`src/rtl/hesap_pkg.sv`:
```
// hesap_pkg: shared state encoding and default widths for the BCD converter
//   durum_t          : converter states (BOSTA, MUTLAK, KAYDIR, BITTI)
//   GENISLIK_VARS    : default binary input width
//   BASAMAK_VARS     : default number of BCD digits
//   BASAMAK_GENISLIK : width of one BCD digit
package hesap_pkg;
    typedef enum logic [1:0] {BOSTA, MUTLAK, KAYDIR, BITTI} durum_t;
    localparam int GENISLIK_VARS = 32;
    localparam int BASAMAK_VARS = 10;
    localparam int BASAMAK_GENISLIK = 4;
endpackage

```
`src/rtl/bcd_basamak_duzelt.sv`:
```
// bcd_basamak_duzelt: double-dabble add-3 cell for one BCD digit
//   giris : digit before the shift
//   cikis : digit plus 3 when it is 5 or more, otherwise unchanged
module bcd_basamak_duzelt
    import hesap_pkg::*;
(
    input  logic [BASAMAK_GENISLIK-1:0] giris,
    output logic [BASAMAK_GENISLIK-1:0] cikis
);
    always_comb cikis = (giris >= 4'd5) ? giris + 4'd3 : giris;
endmodule

```
`src/rtl/bcd_donusturucu.sv`:
```
// bcd_donusturucu: captures a signed/unsigned binary result and converts it to sign plus packed BCD
//   clk, rst     : clock and synchronous active-high reset
//   sayi         : binary result, sampled on a rising edge of sayi_hazir
//   sayi_hazir   : upstream ready level
//   sayi_gecerli : upstream valid flag
//   sayi_tasma   : upstream overflow flag
//   basamaklar   : packed BCD, most significant digit in the top nibble
//   isaret       : value is negative
//   hata         : result was invalid or overflowed
//   hazir        : outputs hold a completed conversion
//   mesgul       : conversion in progress
//   kayip        : one-cycle pulse for a ready edge dropped while busy
module bcd_donusturucu
    import hesap_pkg::*;
#(
    parameter int GENISLIK = GENISLIK_VARS,
    parameter int BASAMAK = BASAMAK_VARS,
    parameter bit ISARETLI = 1'b1
)
(
    input  logic                                  clk,
    input  logic                                  rst,
    input  logic [GENISLIK-1:0]                   sayi,
    input  logic                                  sayi_hazir,
    input  logic                                  sayi_gecerli,
    input  logic                                  sayi_tasma,
    output logic [BASAMAK*BASAMAK_GENISLIK-1:0]   basamaklar,
    output logic                                  isaret,
    output logic                                  hata,
    output logic                                  hazir,
    output logic                                  mesgul,
    output logic                                  kayip
);
    localparam int BW = BASAMAK * BASAMAK_GENISLIK;
    localparam int KW = BW + GENISLIK;
    localparam int SW = $clog2(GENISLIK + 1);

    durum_t            durum_q, durum_d;
    logic              onceki_q;
    logic [GENISLIK-1:0] sayi_q, sayi_d;
    logic              gecerli_q, gecerli_d, tasma_q, tasma_d;
    logic              hata_ic_q, hata_ic_d, isaret_ic_q, isaret_ic_d;
    logic [KW-1:0]     kaydirici_q, kaydirici_d, kaydirma;
    logic [SW-1:0]     sayac_q, sayac_d;
    logic [BW-1:0]     basamaklar_q, basamaklar_d, duzelt;
    logic              isaret_q, isaret_d, hata_q, hata_d, hazir_q, hazir_d, kayip_q, kayip_d;
    logic              kenar, negatif, hatali;
    logic [GENISLIK-1:0] mutlak;

    genvar i;
    generate
        for (i = 0; i < BASAMAK; i++) begin : g_duzelt
            bcd_basamak_duzelt u_duzelt (
                .giris(kaydirici_q[GENISLIK+BASAMAK_GENISLIK*i +: BASAMAK_GENISLIK]),
                .cikis(duzelt[BASAMAK_GENISLIK*i +: BASAMAK_GENISLIK])
            );
        end
    endgenerate

    assign kenar = sayi_hazir & ~onceki_q;
    assign hatali = ~gecerli_q | tasma_q;
    assign negatif = ISARETLI & sayi_q[GENISLIK-1];
    // Two's-complement magnitude read as unsigned, so the most negative value fits.
    assign mutlak = negatif ? (~sayi_q) + GENISLIK'(1) : sayi_q;
    assign kaydirma = {duzelt, kaydirici_q[GENISLIK-1:0]};

    always_comb begin
        durum_d = durum_q;
        sayi_d = sayi_q;
        gecerli_d = gecerli_q;
        tasma_d = tasma_q;
        hata_ic_d = hata_ic_q;
        isaret_ic_d = isaret_ic_q;
        kaydirici_d = kaydirici_q;
        sayac_d = sayac_q;
        basamaklar_d = basamaklar_q;
        isaret_d = isaret_q;
        hata_d = hata_q;
        hazir_d = hazir_q;
        kayip_d = kenar & (durum_q != BOSTA);
        case (durum_q)
            BOSTA: if (kenar) begin
                sayi_d = sayi;
                gecerli_d = sayi_gecerli;
                tasma_d = sayi_tasma;
                hazir_d = 1'b0;
                durum_d = MUTLAK;
            end
            MUTLAK: begin
                hata_ic_d = hatali;
                isaret_ic_d = negatif;
                kaydirici_d = {BW'(0), mutlak};
                sayac_d = '0;
                durum_d = hatali ? BITTI : KAYDIR;
            end
            KAYDIR: begin
                kaydirici_d = {kaydirma[KW-2:0], 1'b0};
                sayac_d = sayac_q + SW'(1);
                durum_d = (sayac_q == SW'(GENISLIK - 1)) ? BITTI : KAYDIR;
            end
            default: begin
                basamaklar_d = hata_ic_q ? '0 : kaydirici_q[KW-1:GENISLIK];
                isaret_d = ~hata_ic_q & isaret_ic_q;
                hata_d = hata_ic_q;
                hazir_d = 1'b1;
                durum_d = BOSTA;
            end
        endcase
    end

    always_ff @(posedge clk) begin
        if (rst) begin
            durum_q <= BOSTA;
            onceki_q <= 1'b1;
            sayi_q <= '0;
            gecerli_q <= 1'b0;
            tasma_q <= 1'b0;
            hata_ic_q <= 1'b0;
            isaret_ic_q <= 1'b0;
            kaydirici_q <= '0;
            sayac_q <= '0;
            basamaklar_q <= '0;
            isaret_q <= 1'b0;
            hata_q <= 1'b0;
            hazir_q <= 1'b0;
            kayip_q <= 1'b0;
        end else begin
            durum_q <= durum_d;
            onceki_q <= sayi_hazir;
            sayi_q <= sayi_d;
            gecerli_q <= gecerli_d;
            tasma_q <= tasma_d;
            hata_ic_q <= hata_ic_d;
            isaret_ic_q <= isaret_ic_d;
            kaydirici_q <= kaydirici_d;
            sayac_q <= sayac_d;
            basamaklar_q <= basamaklar_d;
            isaret_q <= isaret_d;
            hata_q <= hata_d;
            hazir_q <= hazir_d;
            kayip_q <= kayip_d;
        end
    end

    assign basamaklar = basamaklar_q;
    assign isaret = isaret_q;
    assign hata = hata_q;
    assign hazir = hazir_q;
    assign kayip = kayip_q;
    assign mesgul = (durum_q != BOSTA);
endmodule

```
`config.mk`:
```
export PLATFORM = sky130hd
export DESIGN_NAME = bcd_donusturucu
export DESIGN_NICKNAME = d
export VERILOG_FILES = /design/src/rtl/hesap_pkg.sv /design/src/rtl/bcd_basamak_duzelt.sv /design/src/rtl/bcd_donusturucu.sv
export SDC_FILE = /design/constraint.sdc
export NUM_CORES = 1
export LEC_CHECK = 0
export ABC_AREA = 1
export BUFFER_PORTS_ARGS = -buffer_cell sky130_fd_sc_hd__buf_2
export CORE_MARGIN = 1
export CORE_UTILIZATION = 29
export CTS_CLUSTER_SIZE = 24
export DETAILED_ROUTE_END_ITERATION = 12
export GPL_TIMING_DRIVEN = 0
export SETUP_SLACK_MARGIN = 0.4
export SYNTH_ARGS = -nofsm -noshare
export SYNTH_HDL_FRONTEND = slang
export SYNTH_HIERARCHICAL = 1
export SYNTH_SLANG_ARGS = --single-unit
```
`constraint.sdc`:
```
create_clock -name clk -period 4.8 [get_ports clk]
set_clock_uncertainty 0.15 [all_clocks]
set_input_delay 0.96 -clock clk [delete_from_list [all_inputs] [get_ports clk]]
set_output_delay 0.96 -clock clk [all_outputs]
set_load 0.1 [all_outputs]
```
; ---- After elaboration in Yosys (flattened, before gate mapping)
; Cells that the tools add are included.
[word_totals]
wordCells = 76
out_inout_bits = 45
reg_bits = 161
in_bits = 37
[classes]
n_mux = 20
magnitude_cmp = 10
n_reduce_logical = 7
addsub = 12
n_bitwise = 9
n_eq_ne = 4
[ops]
columns = operator, count
row1 = $pmux 72 s2, 1
row2 = $ge 4x3->1 const B, 10
row3 = $mux 40, 1
row4 = $add 4x2->4 const B, 9
row5 = $mux 4, 9
row6 = $add 32x1->32 const B, 1
row7 = $mux 32, 1
row8 = $not 32->32, 1
row9 = $pmux 6 s2, 1
row10 = $add 6x1->6 const B, 1
row11 = $eq 6x5->1 const B, 1
row12 = $pmux 2 s3, 1
row13 = $not 1->1, 4
row14 = $reduce_and 2->1, 2
row15 = $reduce_bool 2->1, 2
row16 = $add 3x2->3 const B, 1
row17 = $and 1x1->1, 3
row18 = $mux 1, 3
row19 = $mux 3, 1
row20 = $reduce_or 3->1, 1
row21 = $eq 2x1->1 const B, 1
row22 = $eq 2x2->1 const B, 1
row23 = $logic_not 2->1, 1
row24 = $mux 2, 1
row25 = 4 further kinds, 4

; ---- Logic depth before layout (Yosys ltp)
; Gate-level depths: netlist of the first run.
[logic_depth]
depth_word = 4
ltp_mapped = 11
ltp_nobuf = 11

; ---- By module
; Netlist of the first run, hierarchy kept.
[by_module_without_submodules]
columns = module, cells_per_inst, seq_area_each_um2, area_per_inst_um2, instances
row1 = bcd_donusturucu, 947, 3223.1, 6946.7, 1
row2 = bcd_basamak_duzelt, 23, 0.0, 135.1, 10

; ---- Least setup slack after synthesis of the first run
; Ideal clock, no wire load.
[synth_timing]
path_kind = register to output
startpoint = register durum_q[0]
endpoint = output mesgul
stages_incl_launch_ff = 4
t_arrival_ns = 1.288
n_path_buf = 0
required_time_ns = 3.690
setup_slack_ns = 2.402
cell_sequence = dfxtp_1 -> inv_1 -> ha_1 -> inv_1
[synth_via]
elab_chain_len = 1
[synth_lines]
columns = item, line_no
row1 = start: declaration, bcd_donusturucu.sv:38  ; durum_t durum_q, durum_d;
row2 = start signal: assignment, bcd_donusturucu.sv:128  ; durum_q <= durum_d;
row3 = $reduce_bool 2->1, bcd_donusturucu.sv:150  ; assign mesgul = (durum_q != BOSTA);
row4 = end: declaration, bcd_donusturucu.sv:31  ; output logic mesgul,
; No other way between the ends.

; ---- Worst setup path in the final report of the first run
; Ends and elaborated chain as after synthesis.

==> summary.md, run 1 <==
| Metric | Value |
|---|---|
| # diodes | `0` |
| Port buffer count | `81` |
| Setup bufs post-CTS | `0` |
| H-tree depth | `4` |
| Hold path depth | `2` |
| Core Area | `between 20000 and 30000 um2` |
| Final-report setup violation count | `0` |
| Worst-path cell chain | `inv_1 > ha_1 > inv_1 > buf_2` |
| Antenna violations before repair | `0` |
| Class of the worst hold path | `flip-flop to flip-flop` |
| Top cell by count, worst path | `inv_1` |
| Worst setup path class | `flip-flop to output pin` |
| Minimum hold slack | `303 ps` |
| Unrepaired setup endpoints after global routing | `no` |
| Reg2Reg Setup Slack | `2480 ps` |
| Final wirelength | `22.2 mm` |
| Flop pwr share | `around 36%` |
| Root buffer cell | `clkbuf_16` |
| Num CTS Buffers | `17` |
| Syn_nets | `1236` |
| Starting Density | `29.6%` |
| CTS tree | `yes` |
| Largest net degree at the start of global routing | `19` |
| Logic pwr share | `31.3%` |
| Switching share of power | `about two fifths` |
| Routability cong. | `0.887` |
| CP peak stage delay | `~420 ps` |
| Syn Area/Cell | `7.06 um2` |
| Reg2Reg Depth | `8` |
| Mapped Area | `8270 um2` |
| Total power draw | `between 4 and 5 mW` |
| Hold EP | `tasma_q` |
| Layout cell share with drive strength beyond 1 | `16.9%` |
| Worst-path clk slew | `80 ps` |
| Final Hold Fails | `0` |
| Remaining routing DRC violations | `0` |
| CP max-delay cell | `buf_2` |
| Vias in the first global route | `around 7.1k` |
| Sw Pwr | `1.69 mW` |
| ANT nets after route | `0` |
| Gr usage total | `between 10% and 20%` |
| Peak VDD IR | `256 uV` |
| PostCTS Resize Cnt | `0` |
| Worst hold start | `tasma_q` |
| Syn Inst Count | `around 1.2k` |
| Int Pwr | `2.46 mW` |
| Critical Path Sink Type | `output pin` |
| Clock Power Share | `32.9%` |
| CP Launch Type | `flip-flop` |
| Via count of the routed design | `roughly 7.8k` |
| Max-Cap Viols | `0` |
| Static leakage | `~3.7 nW` |
| P per Cell Area | `426 nW/um2` |
| DRT iter0 DRCs | `approximately 540` |
| Global-route wire length before repair | `36.6 mm` |
| Drt wl/cell | `13.4 um` |
| Least-Margin Pin Slew | `640 ps` |
| Synth warnings | `6` |
| HPWL Detailed | `16.5 mm` |
| Clk_lat worst skew | `440 ps` |
| Worst Path Arrival | `around 1700 ps` |
| Final min period | `2820 ps` |
| Clock Path Buffers | `2` |
| Worst r2r src | `durum_q[1]` |
| Die width | `between 150 and 200 um` |
| Max Slew Vio Count | `0` |
| Hold buffers post-CTS | `0` |
| Layout Nets | `1336` |
| Worst Path Required | `~3700 ps` |
| F_max | `0.355 GHz` |
| Crit path max fanout | `5` |
| Setup tns final | `0 ps` |
| Die area | `29200 um2` |
| # rows | `61` |
| DIE HEIGHT | `between 150 and 200 um` |
| Worst R2R End | `kaydirici_q[3]` |
| I/O pin count | `82` |
| Pre-antenna DRT Iters | `4` |
| Vias/cell | `about 4.7` |
| Status | `complete, no violations` |
| Gr ovfl total | `0` |
| Sink Count | `161` |
| Area grow syn2layout | `17.7%` |
| Rel. slew slack | `57.3%` |
| Final period utilization | `around three fifths` |
[layer usage]
layer | wire (um) | global-route usage [%]
met2 | 10100 | 25.9
met4 | 304 | 4.97
met3 | 907 | 2.87
met5 | 0 | 0
met1 | 10900 | 21.3
[worst max path at each step]
stage / slack [ps] / to / start
after global placement: 2080 / kaydirici_q[51] / rst
after global routing: 1870 / mesgul / durum_q[1]
after detailed placement: 2060 / kaydirici_q[23] / rst
final: 1980 / mesgul / durum_q[0]
after CTS: 1950 / mesgul / durum_q[1]
after floorplan: 2400 / mesgul / durum_q[0]
[cell usage in the layout, fill, tap and decap left out, drive strengths merged]
cell / instances
nand4: 11
clkinvlp: 1
nor2: 105
nor3: 8
o21bai: 1
inv: 141
buf: 111
nand2: 276
xor2: 3
ha: 27
nor4: 1
a21oi: 159
o21ai: 85
nand3b: 2
a211oi: 1
o22ai: 28
dfxtp: 161
clkinv: 5
nand3: 96
o211ai: 1
a31oi: 12
xnor2: 1
or2: 1
a32o: 1
clkbuf: 47
[power groups by stage]
stage / logic (mW) / clock network (mW) / registers [mW]
floorplan: 0.897 / 0 / 1.54
global placement: 1.31 / 0 / 1.52
detailed placement: 1.30 / 0 / 1.52
CTS: 1.31 / 1.39 / 1.49
global route: 1.44 / 1.46 / 1.50
finish: 1.30 / 1.37 / 1.49
[cell type report]
| cell class | count | area, um2 |
|---|---|---|
| inverters | 132 | 495 |
| well taps | 378 | 473 |
| flip-flops and latches | 161 | 3220 |
| plain buffers | 60 | 248 |
| clock buffers | 17 | 425 |
| multi-input cells | 819 | 4310 |
| fillers | 3045 | 18200 |
| clock inverters | 15 | 163 |
| repair buffers | 81 | 405 |
[stage by stage]
stage	cells	utilization [%]	setup WS, ps	instance area, um2
2_1_floorplan	1172	-	2400	8270
3_3_place_gp	1631	32.8	2080	9150
5_1_grt	1663	34.9	1870	9740
3_5_place_dp	1631	32.8	2060	9150
6_report	1663	34.9	1980	9740
4_1_cts	1663	34.9	1950	9740
[critical path: cells and delay by family, from the launching register on]
kind / cells / cell delay [ps]
buf+inv: 3 / 590
flops: 1 / 410
fa+ha+maj: 1 / 260
[flip-flops by register name, indices dropped and copies added, names as in the netlist]
name,flops
onceki_q,1
hazir,1
hata_ic_q,1
isaret,1
kaydirici_q,72
tasma_q,1
isaret_ic_q,1
hata,1
sayi_q,32
gecerli_q,1
sayac_q,6
basamaklar,40
durum_q,2
kayip,1
No activity file was read; power rests on OpenSTA's default activity.
==> inputs of run 2 (changes only) <==
--- a/config.mk
+++ b/config.mk
@@ -5,7 +5,7 @@
 export SDC_FILE = /design/constraint.sdc
 export NUM_CORES = 1
 export LEC_CHECK = 0
-export ABC_AREA = 1
+export ABC_AREA = 0
 export BUFFER_PORTS_ARGS = -buffer_cell sky130_fd_sc_hd__buf_2
 export CORE_MARGIN = 1
 export CORE_UTILIZATION = 29
==> constraint.sdc (replaced) <==
create_clock -name clk -period 2.4 [get_ports clk]
set_clock_uncertainty 0.15 [all_clocks]
set_input_delay 0.48 -clock clk [delete_from_list [all_inputs] [get_ports clk]]
set_output_delay 0.48 -clock clk [all_outputs]
set_load 0.1 [all_outputs]
==> run 2 against run 1 <==
  * The flow now finishes with violations (negative setup slack)
  * Sequential power up 95%
  * Die area decreased by 0.40%
  * First-iteration DRC count is 11% lower
  * Total power is 110% higher
  * Sequential share of layout area is 2.1 points lower
  * Sequential cell count did not move
  * Hold slack got worse by 180 ps
  * Setup slack worse by 2000 ps
  * Global-route usage about the same
  * Critical path depth grew 2
  * Core utilization grew 2.9 points
  * Largest power group is now combinational logic
==> summary.md, run 2 <==
| Metric | Value |
|---|---|
| Area grow syn2layout | `27.8% (was 17.7%)` |
| Syn Area/Cell | `7.75 um2 (was 7.06 um2)` |
| Static leakage | `4.21 nW (was 3.74 nW)` |
| DIE HEIGHT | `171 um (about the same)` |
| Least-Margin Pin Slew | `662 ps (was 640 ps)` |
| Worst setup path class | `flip-flop to flip-flop (was flip-flop to output pin)` |
| CP peak stage delay | `530 ps (was 420 ps)` |
| Minimum hold slack | `125 ps (was 303 ps)` |
| Top reg by flops | `kaydirici_q (unchanged)` |
| Gr usage total | `15.9% (about the same)` |
| Worst Path Arrival | `2670 ps (was 1710 ps)` |
| Vias in the first global route | `7357 (was 7123)` |
| Root buffer cell | `clkbuf_16 (unchanged)` |
| Clk_lat worst skew | `430 ps (was 440 ps)` |
| Core Area | `27900 um2 (about the same)` |
| Commonest non-fill, non-tap cell in the layout | `dfxtp_1 (was nand2_1)` |
| Reg2Reg Setup Slack | `-60 ps (was 2480 ps)` |
| I/O pin count | `82 (unchanged)` |
| Total power draw | `8.59 mW (was 4.15 mW)` |
| Final-report setup violation count | `7 (was 0)` |
| Worst-path cell chain | `or4_4 > buf_6 > or4_4 > buf_6 > or4_4 > a21oi_2 (was inv_1 > ha_1 > inv_1 > buf_2)` |
| Final period utilization | `103%` |
| CTS tree | `yes (unchanged)` |
| Critical Path Sink Type | `flip-flop (was output pin)` |
| Worst r2r src | `sayi_q[3] (was durum_q[1])` |
| CP max-delay cell | `or4_4 (was buf_2)` |
| Worst R2R End | `kaydirici_q[31] (was kaydirici_q[3])` |
| Failing checks | `negative setup slack` |
| CP Launch Type | `flip-flop (unchanged)` |
| Layout Nets | `1259 (was 1336)` |
| Routability cong. | `0.804 (was 0.887)` |
| Layout cell share with drive strength beyond 1 | `23.1% (was 16.9%)` |
| Drt wl/cell | `14.4 um (was 13.4 um)` |
| Synth warnings | `6 (unchanged)` |
| Peak VDD IR | `465 uV (was 256 uV)` |
| Rel. slew slack | `55.8% (was 57.3%)` |
| Max FFs per register | `72 (unchanged)` |
| # rows | `61 (unchanged)` |
| Num CTS Buffers | `17 (unchanged)` |
| Syn_nets | `1127 (was 1236)` |
| Worst Path Required | `2600 ps (was 3690 ps)` |
| Final Cell Area | `10500 um2 (was 9740 um2)` |
| Remaining routing DRC violations | `0 (unchanged)` |
| Port buffer count | `80 (was 81)` |
| Max Slew Vio Count | `0 (unchanged)` |
| Clock Path Buffers | `2 (unchanged)` |
| Largest net degree at the start of global routing | `17 (was 19)` |
| Setup tns final | `-271 ps (was 0 ps)` |
| P per Cell Area | `816 nW/um2 (was 426 nW/um2)` |
| Vias/cell | `4.86 (was 4.71)` |
| Top cell by count, worst path | `or4_4 (was inv_1)` |
| Max-Cap Viols | `0 (unchanged)` |
| Gr ovfl total | `0 (unchanged)` |
| Die width | `171 um (about the same)` |
| Most frequent cells in the layout | `dfxtp_1, a21oi_1, nand2_1 (was nand2_1, dfxtp_1, a21oi_1)` |
| Syn Inst Count | `1063 (was 1172)` |
| Worst-path clk slew | `70 ps (was 80 ps)` |
| Final min period | `2460 ps` |
| Crit. Startpoint | `sayi_q[3] (was durum_q[0])` |
| Pre-antenna DRT Iters | `5 (was 4)` |
| Class of the worst hold path | `primary input to flip-flop (was flip-flop to flip-flop)` |
| H-tree depth | `4 (unchanged)` |
| Die area | `29100 um2 (was 29200 um2)` |
| Unrepaired setup endpoints after global routing | `yes (was no)` |
| Cell Area, Placed | `9260 um2 (was 9150 um2)` |
| Via count of the routed design | `7709 (was 7830)` |
| Final Hold Fails | `0 (unchanged)` |
| Sink Count | `161 (unchanged)` |
| # diodes | `0 (unchanged)` |
| DRT iter0 DRCs | `483 (was 542)` |
| Crit path max fanout | `6 (was 5)` |
| Worst setup path endpoint | `kaydirici_q[31] (was mesgul)` |
| Global-route wire length before repair | `36.8 mm (was 36.6 mm)` |
| Starting Density | `29.6% (about the same)` |
| HPWL Detailed | `15.7 mm (was 16.5 mm)` |
| F_max | `0.406 GHz` |
| Antenna violations before repair | `1 (was 0)` |
| Mapped Area | `8240 um2 (was 8270 um2)` |
| Final wirelength | `22.8 mm (was 22.2 mm)` |
| ANT nets after route | `0 (unchanged)` |
| Status | `complete, but fails checks (was complete, no violations)` |
| Reg2Reg Depth | `6 (was 8)` |
| Setup WS post-layout | `-64.3 ps (was 1980 ps)` |
-- run 2: cell count changes in the layout (fill, tap and decap cells not counted), sizes merged, moves of 15 or more --
| cell | previous run | this run |
|---|---|---|
| buf | 111 | 129 |
| clkbuf | 47 | 78 |
| inv | 141 | 35 |
| mux2i | 0 | 15 |
| nand2 | 276 | 121 |
| nand2b | 0 | 62 |
| nand3 | 96 | 34 |
| nor2b | 0 | 78 |
| o21ai | 85 | 35 |
| o22ai | 28 | 6 |
| or4 | 0 | 19 |
-- run 2: where the power goes --
| part | total, mW | switching, mW | leakage, nW | internal, mW |
|---|---|---|---|---|
| registers | 2.90 | 0.104 | 1.31 | 2.80 |
| logic | 2.99 | 1.77 | 2.63 | 1.22 |
| clock network | 2.69 | 1.23 | 0.273 | 1.46 |
| total | 8.59 | 3.11 | 4.21 | 5.48 |
-- run 2: final cells by class --
class / count / area (um2)
Multi-Input combinational cell: 795 / 4900
Clock inverter: 14 / 146
Timing Repair Buffer: 113 / 704
Buffer: 76 / 492
Clock buffer: 18 / 429
Sequential cell: 161 / 3260
Fill cell: 2908 / 17300
Tap cell: 378 / 473
Inverter: 31 / 124
-- run 2: through the flow --
step	std cells	setup slack [ps]	utilization (%)
finish	1586	-64.3	37.8
global route	1586	-106	37.8
CTS	1580	-83.5	37.3
detailed placement	1521	-338	33.2
global placement	1521	-314	33.2
floorplan	1063	2.98	-
-- run 2: per-layer routing --
| metal | global-route usage (%) | part of all wire (%) |
|---|---|---|
| met5 | 0 | 0 |
| met4 | 4.74 | 1.5 |
| met3 | 3.17 | 4.3 |
| met2 | 26.5 | 46 |
| met1 | 20.7 | 48 |
-- run 2: critical path, delay by kind of cell, from the launching register on --
family | cells | cell delay [ps]
buffers and inverters | 2 | 290
and+or+nand+nor | 3 | 1480
DFF | 1 | 340
AOI/OAI and AO/OA | 1 | 120
-- run 2: what timing repair did --
item | in CTS | in global routing
pin swaps | 23 | 8
resized for setup | 103 | 58
setup endpoints to repair | 142 | 96
buffers inserted | 27 | 6
hold buffers | 0 | 0
-- run 2: how the worst min path moves through the flow --
stage,endpoint,start,cells after the start
floorplan,gecerli_q,gecerli_q,2
global placement,gecerli_q,gecerli_q,2
detailed placement,tasma_q,tasma_q,2
CTS,sayi_q[14],sayi[14],3
global route,sayi_q[13],sayi[13],3
finish,sayi_q[14],sayi[14],3
